$ cat config.mk
export PLATFORM = sky130hd
export DESIGN_NAME = seq_restoring_divider
export DESIGN_NICKNAME = d
export VERILOG_FILES = /design/src/rtl/div_pkg.sv /design/src/rtl/div_addsub.sv /design/src/rtl/seq_restoring_divider.sv
export SDC_FILE = /design/constraint.sdc
export NUM_CORES = 1
export LEC_CHECK = 0
export BUFFER_PORTS_ARGS = -buffer_cell sky130_fd_sc_hd__buf_2
export CAP_MARGIN = 0
export CORE_MARGIN = 1.5
export CORE_UTILIZATION = 30
export DETAILED_ROUTE_END_ITERATION = 10
export REMOVE_ABC_BUFFERS = 1
export SLEW_MARGIN = 20
export SYNTH_ARGS = -nofsm -noshare
export SYNTH_HDL_FRONTEND = slang
export SYNTH_HIERARCHICAL = 1
export SYNTH_SLANG_ARGS = --single-unit
$ cat constraint.sdc
create_clock -name clk -period 6.1 [get_ports clk]
set_input_delay 0.61 -clock clk [delete_from_list [all_inputs] [get_ports clk]]
set_output_delay 0.61 -clock clk [all_outputs]
set_load 0.03 [all_outputs]
$ cat src/rtl/div_pkg.sv
// +-----------------------------------------------------------------------+
// | div_pkg: shared types and constants for the sequential divider        |
// | Revision: 1.0                                                          |
// +-----------------------------------------------------------------------+
`default_nettype none

package div_pkg;

  localparam int DEFAULT_WIDTH = 4;

  typedef enum logic [1:0] {
    IDLE = 2'd0,
    RUN  = 2'd1,
    DONE = 2'd2
  } state_t;

  function automatic int count_width(input int width);
    return $clog2(width + 1);
  endfunction

endpackage

`default_nettype wire

$ cat src/rtl/div_addsub.sv
// +-----------------------------------------------------------------------+
// | div_addsub: N-bit ripple adder/subtractor (mode=1 subtracts b)        |
// | Revision: 1.0                                                          |
// +-----------------------------------------------------------------------+
`default_nettype none

module div_addsub #(
  parameter int N = 5
) (
  input  logic [N-1:0] a,
  input  logic [N-1:0] b,
  input  logic         mode,
  output logic [N-1:0] sum,
  output logic         carry_out
);

  logic [N:0] w_carry;

  assign w_carry[0] = mode;

  for (genvar i = 0; i < N; i++) begin : g_bit
    logic w_bx;
    assign w_bx           = b[i] ^ mode;
    assign sum[i]         = a[i] ^ w_bx ^ w_carry[i];
    assign w_carry[i + 1] = (a[i] & w_bx) | (w_carry[i] & (a[i] ^ w_bx));
  end

  assign carry_out = w_carry[N];

endmodule

`default_nettype wire

$ cat src/rtl/seq_restoring_divider.sv
// +-----------------------------------------------------------------------+
// | seq_restoring_divider: multicycle unsigned restoring divider          |
// | Revision: 1.0                                                          |
// +-----------------------------------------------------------------------+
`default_nettype none

module seq_restoring_divider
  import div_pkg::*;
#(
  parameter int WIDTH = DEFAULT_WIDTH
) (
  input  logic             clk,
  input  logic             rst_n,
  input  logic             start,
  input  logic [WIDTH-1:0] dividend,
  input  logic [WIDTH-1:0] divisor,
  output logic             busy,
  output logic             done,
  output logic [WIDTH-1:0] quotient,
  output logic [WIDTH-1:0] remainder,
  output logic             div_by_zero
);

  localparam int CW = count_width(WIDTH);

  state_t           r_state;
  state_t           w_state_next;
  logic [WIDTH-1:0] r_rem;
  logic [WIDTH-1:0] r_quo;
  logic [WIDTH-1:0] r_div;
  logic [CW-1:0]    r_count;

  logic             w_accept;
  logic             w_last;
  logic [WIDTH:0]   w_trial;
  logic [WIDTH:0]   w_diff;
  logic             w_no_borrow;
  logic [WIDTH-1:0] w_rem_next;
  logic [WIDTH-1:0] w_quo_next;
  logic             w_unused;

  // A new request is taken in IDLE and also in the DONE cycle, allowing back-to-back operation.
  assign w_accept = start && (r_state == IDLE || r_state == DONE);
  assign w_last   = (r_count == CW'(1));

  assign w_trial = {r_rem, r_quo[WIDTH-1]};

  div_addsub #(
    .N(WIDTH + 1)
  ) u_addsub (
    .a        (w_trial),
    .b        ({1'b0, r_div}),
    .mode     (1'b1),
    .sum      (w_diff),
    .carry_out(w_no_borrow)
  );

  assign w_rem_next = w_no_borrow ? w_diff[WIDTH-1:0] : w_trial[WIDTH-1:0];
  assign w_quo_next = {r_quo[WIDTH-2:0], w_no_borrow};

  // Top bits are zero whenever they are selected, since R < D holds throughout.
  assign w_unused = ^{w_diff[WIDTH], w_trial[WIDTH]};

  always_ff @(posedge clk or negedge rst_n) begin
    if (!rst_n) begin
      r_state <= IDLE;
    end else begin
      r_state <= w_state_next;
    end
  end

  always_comb begin
    w_state_next = r_state;
    case (r_state)
      IDLE, DONE: begin
        if (w_accept) begin
          w_state_next = (divisor != '0) ? RUN : DONE;
        end else begin
          w_state_next = IDLE;
        end
      end
      RUN: begin
        if (w_last) begin
          w_state_next = DONE;
        end
      end
      default: w_state_next = IDLE;
    endcase
  end

  always_ff @(posedge clk or negedge rst_n) begin
    if (!rst_n) begin
      r_rem       <= '0;
      r_quo       <= '0;
      r_div       <= '0;
      r_count     <= '0;
      busy        <= 1'b0;
      done        <= 1'b0;
      quotient    <= '0;
      remainder   <= '0;
      div_by_zero <= 1'b0;
    end else begin
      done <= 1'b0;
      if (w_accept) begin
        if (divisor != '0) begin
          r_div   <= divisor;
          r_rem   <= '0;
          r_quo   <= dividend;
          r_count <= CW'(WIDTH);
          busy    <= 1'b1;
        end else begin
          done        <= 1'b1;
          quotient    <= '1;
          remainder   <= dividend;
          div_by_zero <= 1'b1;
        end
      end else if (r_state == RUN) begin
        r_rem   <= w_rem_next;
        r_quo   <= w_quo_next;
        r_count <= r_count - CW'(1);
        if (w_last) begin
          busy        <= 1'b0;
          done        <= 1'b1;
          quotient    <= w_quo_next;
          remainder   <= w_rem_next;
          div_by_zero <= 1'b0;
        end
      end
    end
  end

endmodule

`default_nettype wire

==> impl_metrics.env, run 1 <==
export IMPL_vias_per_cell=5.07
export IMPL_maxCapViolCount=0
export IMPL_clock_latency_ps=270
export IMPL_fmax_mhz=348
export IMPL_ys_warn_count=6
export IMPL_ctsHoldBuffers=0
export IMPL_holdWs_ps=345
export IMPL_synth_area_sq_mm=0.00145
export IMPL_clk_pin_slew_ps=90
export IMPL_ioPinCount=22
export IMPL_ys_ff_latch=28
export IMPL_antenna_cells=0
export IMPL_routedWlPerCell_microns=14.6
export IMPL_numPortBuffers=21
export IMPL_synthDistinctLibCells=29
export IMPL_htreeDepth=1
export IMPL_setup_viol_count_final=0
export IMPL_seq_area_frac_synth_pct=48.4
export IMPL_tightestPinTransition_ps=613
export IMPL_maxSlewViolCount=0
export IMPL_powerDensity_mw_per_mm2=523
export IMPL_core_sq_mm=0.00469
export IMPL_vias=999
export IMPL_period_minus_slack_ps=2870
export IMPL_area_growth_pct=12.4
export IMPL_gr_total_overflow=0
export IMPL_crit_path_start_kind="flip-flop"
export IMPL_p_leak_nw=0.760
export IMPL_cp_required_ps=6260
export IMPL_routed_wl_microns=2880
export IMPL_layout_commonest_cell="dfrtp_1"
export IMPL_drc=0
export IMPL_slew_headroom_pct=59.2
export IMPL_ir_worst_vdd_mv=0.126
export IMPL_finalHoldViolCount=0
export IMPL_antenna_found_initial=0
export IMPL_first_pass_iters=4
export IMPL_final_nets=162
export IMPL_grt_pass1_vias=1036
export IMPL_setup_tns_ps=0
export IMPL_synth_area_per_cell_sq_um=11.5
export IMPL_ant_nets=0
export IMPL_layout_drive_gt1_share_pct=30.1
export IMPL_place_gp_congestion=0.784
export IMPL_critPathCaptureType="flip-flop"
export IMPL_cts_buffer_depth=2
export IMPL_outcome="finished, final reports clean"
export IMPL_hold_class="in -> async"
export IMPL_post_cts_buffers=0
export IMPL_cp_max_fo=5
export IMPL_post_cts_resized=0
export IMPL_initial_core_util_pct=30.8
export IMPL_initialDrtViolationCount=47
export IMPL_die_h_microns=72.4
export IMPL_rows=25
export IMPL_dieArea_sq_mm=0.00525
export IMPL_final_cell_mix="dfrtp_1, buf_2, inv_1, o21ai_0, mux2_2"
export IMPL_cts_buffers_inserted=3
export IMPL_grt_max_degree=29
export IMPL_path_class="reg -> reg"
export IMPL_root_buffer="clkbuf_8"
export IMPL_finalClockSkew_ps=7.14
export IMPL_dp_hpwl_microns=2150
export IMPL_cts_tree="done"
export IMPL_rsz0062_at_grt="false"
export IMPL_syn_inst=126
export IMPL_die_w_microns=72.4
export IMPL_grt_pass1_wl_microns=4820
export IMPL_gr_usage_all_layers_pct=11.9
export IMPL_final_period_utilization_pct=47.0
export IMPL_arrival_ps=3030
export IMPL_cts_sinks=28
flip-flops by register name, indices dropped and copies added, names as in the netlist, 2 cells and up:
register   cells
quotient       4
r_count        3
r_div          4
r_quo          4
r_rem          4
r_state        2
remainder      4
cell families after synthesis:
group | Yosys count | synth area share, %
mux | 17 | 12.7
flops | 28 | 48.4
xor+xnor | 6 | 3.63
compound gates | 24 | 11.9
other cells | 2 | 0.519
simple gates | 25 | 10.1
buf+inv | 18 | 5.45
fa+ha+maj | 6 | 7.27
through the flow:
step / utilization [%] / std cells / power (W) / worst slack (ps) / cell area, sq um
finish: 34.6 / 197 / 0.000850 / 3230 / 1630
floorplan: - / 119 / 0.000642 / 3480 / 1410
CTS: 34.6 / 197 / 0.000857 / 3230 / 1620
global placement: 33.7 / 194 / 0.000740 / 3300 / 1580
detailed placement: 33.7 / 194 / 0.000757 / 3280 / 1580
global route: 34.6 / 197 / 0.000921 / 3090 / 1630
worst max-delay path: stages, from the launching register on:
cell,delay [ps]
dfrtp_1,400
mux2_2,360
fa_1,370
inv_1,80
fa_1,180
fa_1,170
inv_1,60
fa_1,500
mux2i_1,260
o21ai_0,100
mux2_2,280
synth_stat cells, drive strengths merged:
| master | n | area, sq um |
|---|---|---|
| a31o | 4 | 35.0 |
| nor3 | 5 | 25.0 |
| xnor2 | 2 | 17.5 |
| clkbuf | 4 | 16.3 |
| inv | 11 | 41.3 |
| nand2 | 8 | 30.0 |
| xor2 | 4 | 35.0 |
| mux2i | 6 | 60.1 |
| dfrtp | 28 | 701 |
| nand3b | 5 | 37.5 |
| or4 | 1 | 11.3 |
| o211ai | 1 | 7.51 |
| conb | 2 | 7.51 |
| a21boi | 1 | 7.51 |
| ha | 2 | 25.0 |
| nor4 | 1 | 6.26 |
| o21ba | 1 | 10.0 |
| fa | 4 | 80.1 |
| o21ai | 13 | 76.3 |
| nand2b | 2 | 12.5 |
| mux2 | 11 | 124 |
| buf | 3 | 21.3 |
| nor2b | 2 | 12.5 |
| a22o | 4 | 35.0 |
| nand4bb | 1 | 11.3 |
worst paths after layout:
path / cells past startpoint / start / endpoint / slack (ps)
min in group clk: 1 / remainder[3] / remainder[3] / 500
worst min-delay path: 1 / rst_n / r_rem[3] / 340
max in group asynchronous: 1 / rst_n / quotient[1] / 5350
worst max register to register: 10 / r_div[0] / remainder[1] / 3230
worst min register to register: 1 / remainder[3] / remainder[3] / 500
worst max-delay path: 10 / r_div[0] / remainder[1] / 3230
routing by layer:
layer  global-route usage (%)  share of wire [%]  up-vias
li1                         -                  -      465
met1                     15.3                 43      518
met2                     20.3                 53       12
met3                     1.67                2.6        4
met4                     5.03                1.5        0
met5                        0                  0        -
area by class of cell:
class	instances	area (sq um)
multi-input combinational	80	669
timing repair buffer	21	105
fill	475	3070
clock buffer	3	41.3
sequential	28	701
inverter	11	41.3
tap	54	67.6
power breakdown:
group	switching [W]	internal (W)	total, W
registers	0.0000553	0.000266	0.000322
logic	0.000248	0.000183	0.000431
clock network	0.0000530	0.0000443	0.0000973
Note: power is estimated with default switching activity, not from simulation.
==> run 2, diff against run 1 <==
==> constraint.sdc (replaced) <==
create_clock -name clk -period 2.9 [get_ports clk]
set_input_delay 0.29 -clock clk [delete_from_list [all_inputs] [get_ports clk]]
set_output_delay 0.29 -clock clk [all_outputs]
set_load 0.03 [all_outputs]
==> impl_metrics.env, run 2 (synthesized netlist as in run 1, its figures left out) <==
export IMPL_cp_required_ps=3070
export IMPL_crit_path_start_kind="flip-flop"
export IMPL_routedWlPerCell_microns=14.8
export IMPL_fin_ws_ps=157
export IMPL_fin_area_sq_mm=0.00165
export IMPL_dp_hpwl_microns=2250
export IMPL_die_h_microns=72.4
export IMPL_vias=982
export IMPL_arrival_ps=2910
export IMPL_startpoint="r_div[0]"
export IMPL_layout_drive_gt1_share_pct=31.7
export IMPL_grt_max_degree=29
export IMPL_gr_total_overflow=0
export IMPL_fmax_mhz=365
export IMPL_dpl_worst_slack_ps=58.7
export IMPL_outcome="finished, final reports clean"
export IMPL_cts_buffers_inserted=3
export IMPL_setup_tns_ps=0
export IMPL_htreeDepth=1
export IMPL_die_w_microns=72.4
export IMPL_clk_pin_slew_ps=100
export IMPL_netSwitchingFraction_pct=41.6
export IMPL_crit_slowest_cell="dfrtp_1"
export IMPL_worstPathCellList="mux2_2 -> fa_1 -> inv_1 -> fa_1 -> fa_1 -> inv_1 -> fa_2 -> mux2i_1 -> o21ai_0 -> mux2_2"
export IMPL_ir_worst_vdd_mv=0.301
export IMPL_reg2reg_from="r_div[0]"
export IMPL_placed_area_sq_mm=0.00159
export IMPL_combPwrFrac_pct=50.1
export IMPL_hold_class="in -> async"
export IMPL_dpl_cell_count=195
export IMPL_grt_pass1_vias=1033
export IMPL_ioPinCount=22
export IMPL_antenna_cells=0
export IMPL_maxSlewViolCount=0
export IMPL_clock_latency_ps=270
export IMPL_cts_buffer_depth=2
export IMPL_multi_input_area_sq_um=673
export IMPL_fillerInstances=484
export IMPL_final_nets=163
export IMPL_setup_viol_count_final=0
export IMPL_initialDrtViolationCount=78
export IMPL_fin_cells=199
export IMPL_area_growth_pct=14.1
export IMPL_first_pass_iters=4
export IMPL_p_clk_share_pct=13.2
export IMPL_numPortBuffers=21
export IMPL_period_minus_slack_ps=2740
export IMPL_final_seq_area_sq_um=701
export IMPL_gr_usage_all_layers_pct=12.3
export IMPL_core_sq_mm=0.00469
export IMPL_maxCapViolCount=0
export IMPL_p_int_w=0.00108
export IMPL_antenna_found_initial=0
export IMPL_finalHoldViolCount=0
export IMPL_tightestPinTransition_ps=629
export IMPL_initial_core_util_pct=30.8
export IMPL_final_period_utilization_pct=94.6
export IMPL_root_buffer="clkbuf_8"
export IMPL_ant_nets=0
export IMPL_routed_wl_microns=2940
export IMPL_final_cell_mix="dfrtp_1, buf_2, inv_1, o21ai_0, mux2_2"
export IMPL_dieArea_sq_mm=0.00525
export IMPL_rsz0062_at_grt="false"
export IMPL_seqPwrFrac_pct=36.7
export IMPL_cts_tree="done"
export IMPL_rows=25
export IMPL_path_class="reg -> reg"
export IMPL_powerDensity_mw_per_mm2=1120
export IMPL_p_sw_w=0.000772
export IMPL_grt_pass1_wl_microns=4990
export IMPL_layout_commonest_cell="dfrtp_1"
export IMPL_vias_per_cell=4.93
export IMPL_finish_utilization_pct=35.2
export IMPL_crit_top_cell="fa_1"
export IMPL_slew_headroom_pct=58.0
export IMPL_critPathCaptureType="flip-flop"
export IMPL_slowest_delay_ps=420
export IMPL_p_leak_nw=0.770
export IMPL_finalClockSkew_ps=1.87
export IMPL_post_cts_buffers=0
export IMPL_place_gp_congestion=0.791
export IMPL_cp_max_fo=5
export IMPL_drc=0
export IMPL_cts_sinks=28
## run 2: changes by cell type in the layout (fill, tap and decap cells not counted), sizes merged
| cell | delta |
|---|---|
| clkbuf | +1 |
| buf | +1 |
## run 2: metal layers
metal / wire, microns / up-vias / global-route usage [%]
met1: 1360 / 504 / 16.3
met2: 1500 / 9 / 20.6
met5: 0 / - / 0
met4: 40 / 0 / 3.77
met3: 45 / 5 / 2.08
li1: - / 464 / -
## run 2: critical path: cells and delay by family, from the launching register on
family	cells	cell delay [ps]
AOI/OAI and AO/OA	1	100
adders and majority gates	4	1200
buffers and inverters	2	140
DFF	1	420
muxes	3	780
## run 2: through the flow
stage                     power [W]  hold slack, ps
after floorplan             0.00135           -5.59
after global placement      0.00156             336
after detailed placement    0.00161             350
after CTS                   0.00187            41.7
after global routing        0.00201            66.6
final                       0.00185            21.8
## run 2: layout make-up
cell class	count	area share, %
inverter	11	2.50
tap	54	4.09
clock buffer	4	3.34
timing repair buffer	22	6.82
multi-input combinational	80	40.8
sequential	28	42.5
## run 2: path summary, 6_finish.rpt
kind                       cells after the start  slack [ps]      endpoint
setup / recovery                              10         160  remainder[1]
hold / removal                                 1          20  remainder[3]
setup reg to reg                              10         160  remainder[1]
hold reg to reg                                1         510   quotient[2]
max in group asynchronous                      1        2470   quotient[1]
min in group clk                               2         270      r_div[1]
## run 2: what timing repair did
item                                    4_1_cts  5_1_grt
hold buffers                                  0        0
resized for setup                             0        2
endpoints found under the setup margin        0        5
## run 2: power by group through the flow
| stage | clock network (W) | logic [W] | registers [W] |
|---|---|---|---|
| after floorplan | 0 | 0.000557 | 0.000794 |
| after global placement | 0 | 0.000888 | 0.000676 |
| after detailed placement | 0 | 0.000925 | 0.000689 |
| after CTS | 0.000252 | 0.000934 | 0.000680 |
| after global routing | 0.000269 | 0.00104 | 0.000707 |
| final | 0.000245 | 0.000929 | 0.000680 |
==> run 3, diff against run 2 <==
--- a/config.mk
+++ b/config.mk
@@ -10,6 +10,8 @@
 export CORE_MARGIN = 1.5
 export CORE_UTILIZATION = 30
 export DETAILED_ROUTE_END_ITERATION = 10
+export PLACE_DENSITY = 0.59
+export RECOVER_POWER = 25
 export REMOVE_ABC_BUFFERS = 1
 export SLEW_MARGIN = 20
 export SYNTH_ARGS = -nofsm -noshare
==> impl_metrics.env, run 3 (synthesized netlist as in run 1, its figures left out) <==
export IMPL_startpoint="r_div[0]"
export IMPL_cts_buffers_inserted=3
export IMPL_netSwitchingFraction_pct=41.7
export IMPL_clock_latency_ps=270
export IMPL_powerDensity_mw_per_mm2=1120
export IMPL_holdWs_ps=271
export IMPL_ctsHoldBuffers=0
export IMPL_first_pass_iters=4
export IMPL_drc=0
export IMPL_combPwrFrac_pct=52.2
export IMPL_final_nets=166
export IMPL_antenna_found_initial=0
export IMPL_core_sq_mm=0.00469
export IMPL_grt_max_degree=29
export IMPL_area_growth_pct=15.1
export IMPL_violations="capacitance limit, slew limit"
export IMPL_fmax_mhz=356
export IMPL_rows=25
export IMPL_reg2reg_from="r_div[0]"
export IMPL_cts_sinks=28
export IMPL_outcome="finished with violations"
export IMPL_finish_utilization_pct=35.5
export IMPL_grt_pass1_vias=1048
export IMPL_routed_wl_microns=2960
export IMPL_gr_total_overflow=0
export IMPL_root_buffer="clkbuf_8"
export IMPL_initial_core_util_pct=30.8
export IMPL_htreeDepth=1
export IMPL_reg2reg_slack_ps=90
export IMPL_numPortBuffers=21
export IMPL_cp_max_fo=5
export IMPL_maxCapViolCount=1
export IMPL_grt_pass1_wl_microns=5020
export IMPL_ioPinCount=22
export IMPL_fillerInstances=475
export IMPL_ir_worst_vdd_mv=0.347
export IMPL_ant_nets=0
export IMPL_die_w_microns=72.4
export IMPL_p_int_w=0.00108
export IMPL_hold_class="in -> reg"
export IMPL_path_class="reg -> reg"
export IMPL_maxSlewViolCount=29
export IMPL_dieArea_sq_mm=0.00525
export IMPL_dp_hpwl_microns=2120
export IMPL_critPathCaptureType="flip-flop"
export IMPL_finalClockSkew_ps=2.68
export IMPL_vias=984
export IMPL_p_leak_nw=0.776
export IMPL_period_minus_slack_ps=2810
export IMPL_cts_buffer_depth=2
export IMPL_layout_commonest_cell="dfrtp_1"
export IMPL_r2r_end="r_rem[1]"
export IMPL_p_clk_share_pct=11.4
export IMPL_clk_pin_slew_ps=90
export IMPL_worstSetupEndpoint="r_rem[1]"
export IMPL_grt_use_met2_pct=21.2
export IMPL_antenna_cells=0
export IMPL_use_met3_pct=1.39
export IMPL_grt_util_met1_pct=16.2
export IMPL_seqPwrFrac_pct=36.5
export IMPL_placed_area_sq_mm=0.00159
export IMPL_fin_cells=201
export IMPL_die_h_microns=72.4
export IMPL_vias_per_cell=4.90
export IMPL_crit_path_start_kind="flip-flop"
export IMPL_finalHoldViolCount=0
export IMPL_initialDrtViolationCount=32
export IMPL_top_usage_layer="met2"
export IMPL_final_cell_mix="dfrtp_1, buf_2, inv_1, mux2_2, o21ai_0"
export IMPL_fin_area_sq_mm=0.00167
export IMPL_cts_tree="done"
export IMPL_slew_headroom_pct=-0.797
export IMPL_routedWlPerCell_microns=14.7
export IMPL_cp_required_ps=3070
export IMPL_layout_drive_gt1_share_pct=32.7
export IMPL_setup_viol_count_final=0
export IMPL_p_sw_w=0.000776
export IMPL_place_gp_congestion=0.786
export IMPL_dpl_cell_count=195
export IMPL_r2r_cells=11
export IMPL_tightestPinTransition_ps=1510
export IMPL_final_period_utilization_pct=96.9
export IMPL_arrival_ps=2980
export IMPL_gr_usage_all_layers_pct=12.3
-- run 3: how the worst min path moves through the flow --
stage / from / slack (ps) / to / cells after the start
6_report: divisor[2] / 270 / r_div[2] / 2
5_1_grt: divisor[2] / 270 / r_div[2] / 2
4_1_cts: rst_n / 50 / r_rem[2] / 1
3_5_place_dp: rst_n / 350 / r_rem[2] / 1
3_3_place_gp: rst_n / 340 / r_rem[2] / 1
2_1_floorplan: rst_n / -6 / busy / 0
-- run 3: through the flow --
stage          worst slack [ps]  setup TNS, ps  power (W)
2_1_floorplan               280              0    0.00135
3_3_place_gp                122              0    0.00157
3_5_place_dp               91.0              0    0.00160
4_1_cts                    52.6              0    0.00182
5_1_grt                   -9.91          -11.7    0.00202
6_report                   89.5              0    0.00186
-- run 3: timing repair --
item / 4_1_cts / 5_1_grt
setup buffers: 0 / 3
setup endpoints to repair: 0 / 5
gates resized for setup: 0 / 4
-- run 3: per-layer routing --
metal | wire length, microns | vias up | share of wire [%]
met5 | 0 | - | 0
met4 | 46 | 0 | 1.6
met3 | 51 | 5 | 1.7
met2 | 1470 | 11 | 50
met1 | 1390 | 501 | 47
li1 | - | 467 | -
-- run 3: power by group through the flow --
| stage | sequential (W) | combinational, W | clock [W] |
|---|---|---|---|
| after detailed placement | 0.000685 | 0.000912 | 0 |
| after CTS | 0.000677 | 0.000924 | 0.000223 |
| after global routing | 0.000702 | 0.00108 | 0.000240 |
| after global placement | 0.000676 | 0.000890 | 0 |
| final | 0.000678 | 0.000970 | 0.000212 |
| after floorplan | 0.000794 | 0.000557 | 0 |
-- run 3: final cells by class --
cell class	count	area, sq um	area share [%]
clock buffers	3	41.3	2.48
inverters	11	41.3	2.48
flip-flops and latches	28	701	42.1
multi-input cells	80	681	40.9
repair buffers	25	134	8.04
well taps	54	67.6	4.06
-- run 3: critical path, stage by stage (launching register included) --
cell     delay, ps
dfrtp_1        410
mux2_2         240
fa_1           160
inv_1           50
fa_1           390
fa_1           380
inv_1           90
fa_2           290
mux2i_2        280
buf_4          140
nor3_1          40
a31o_2         230
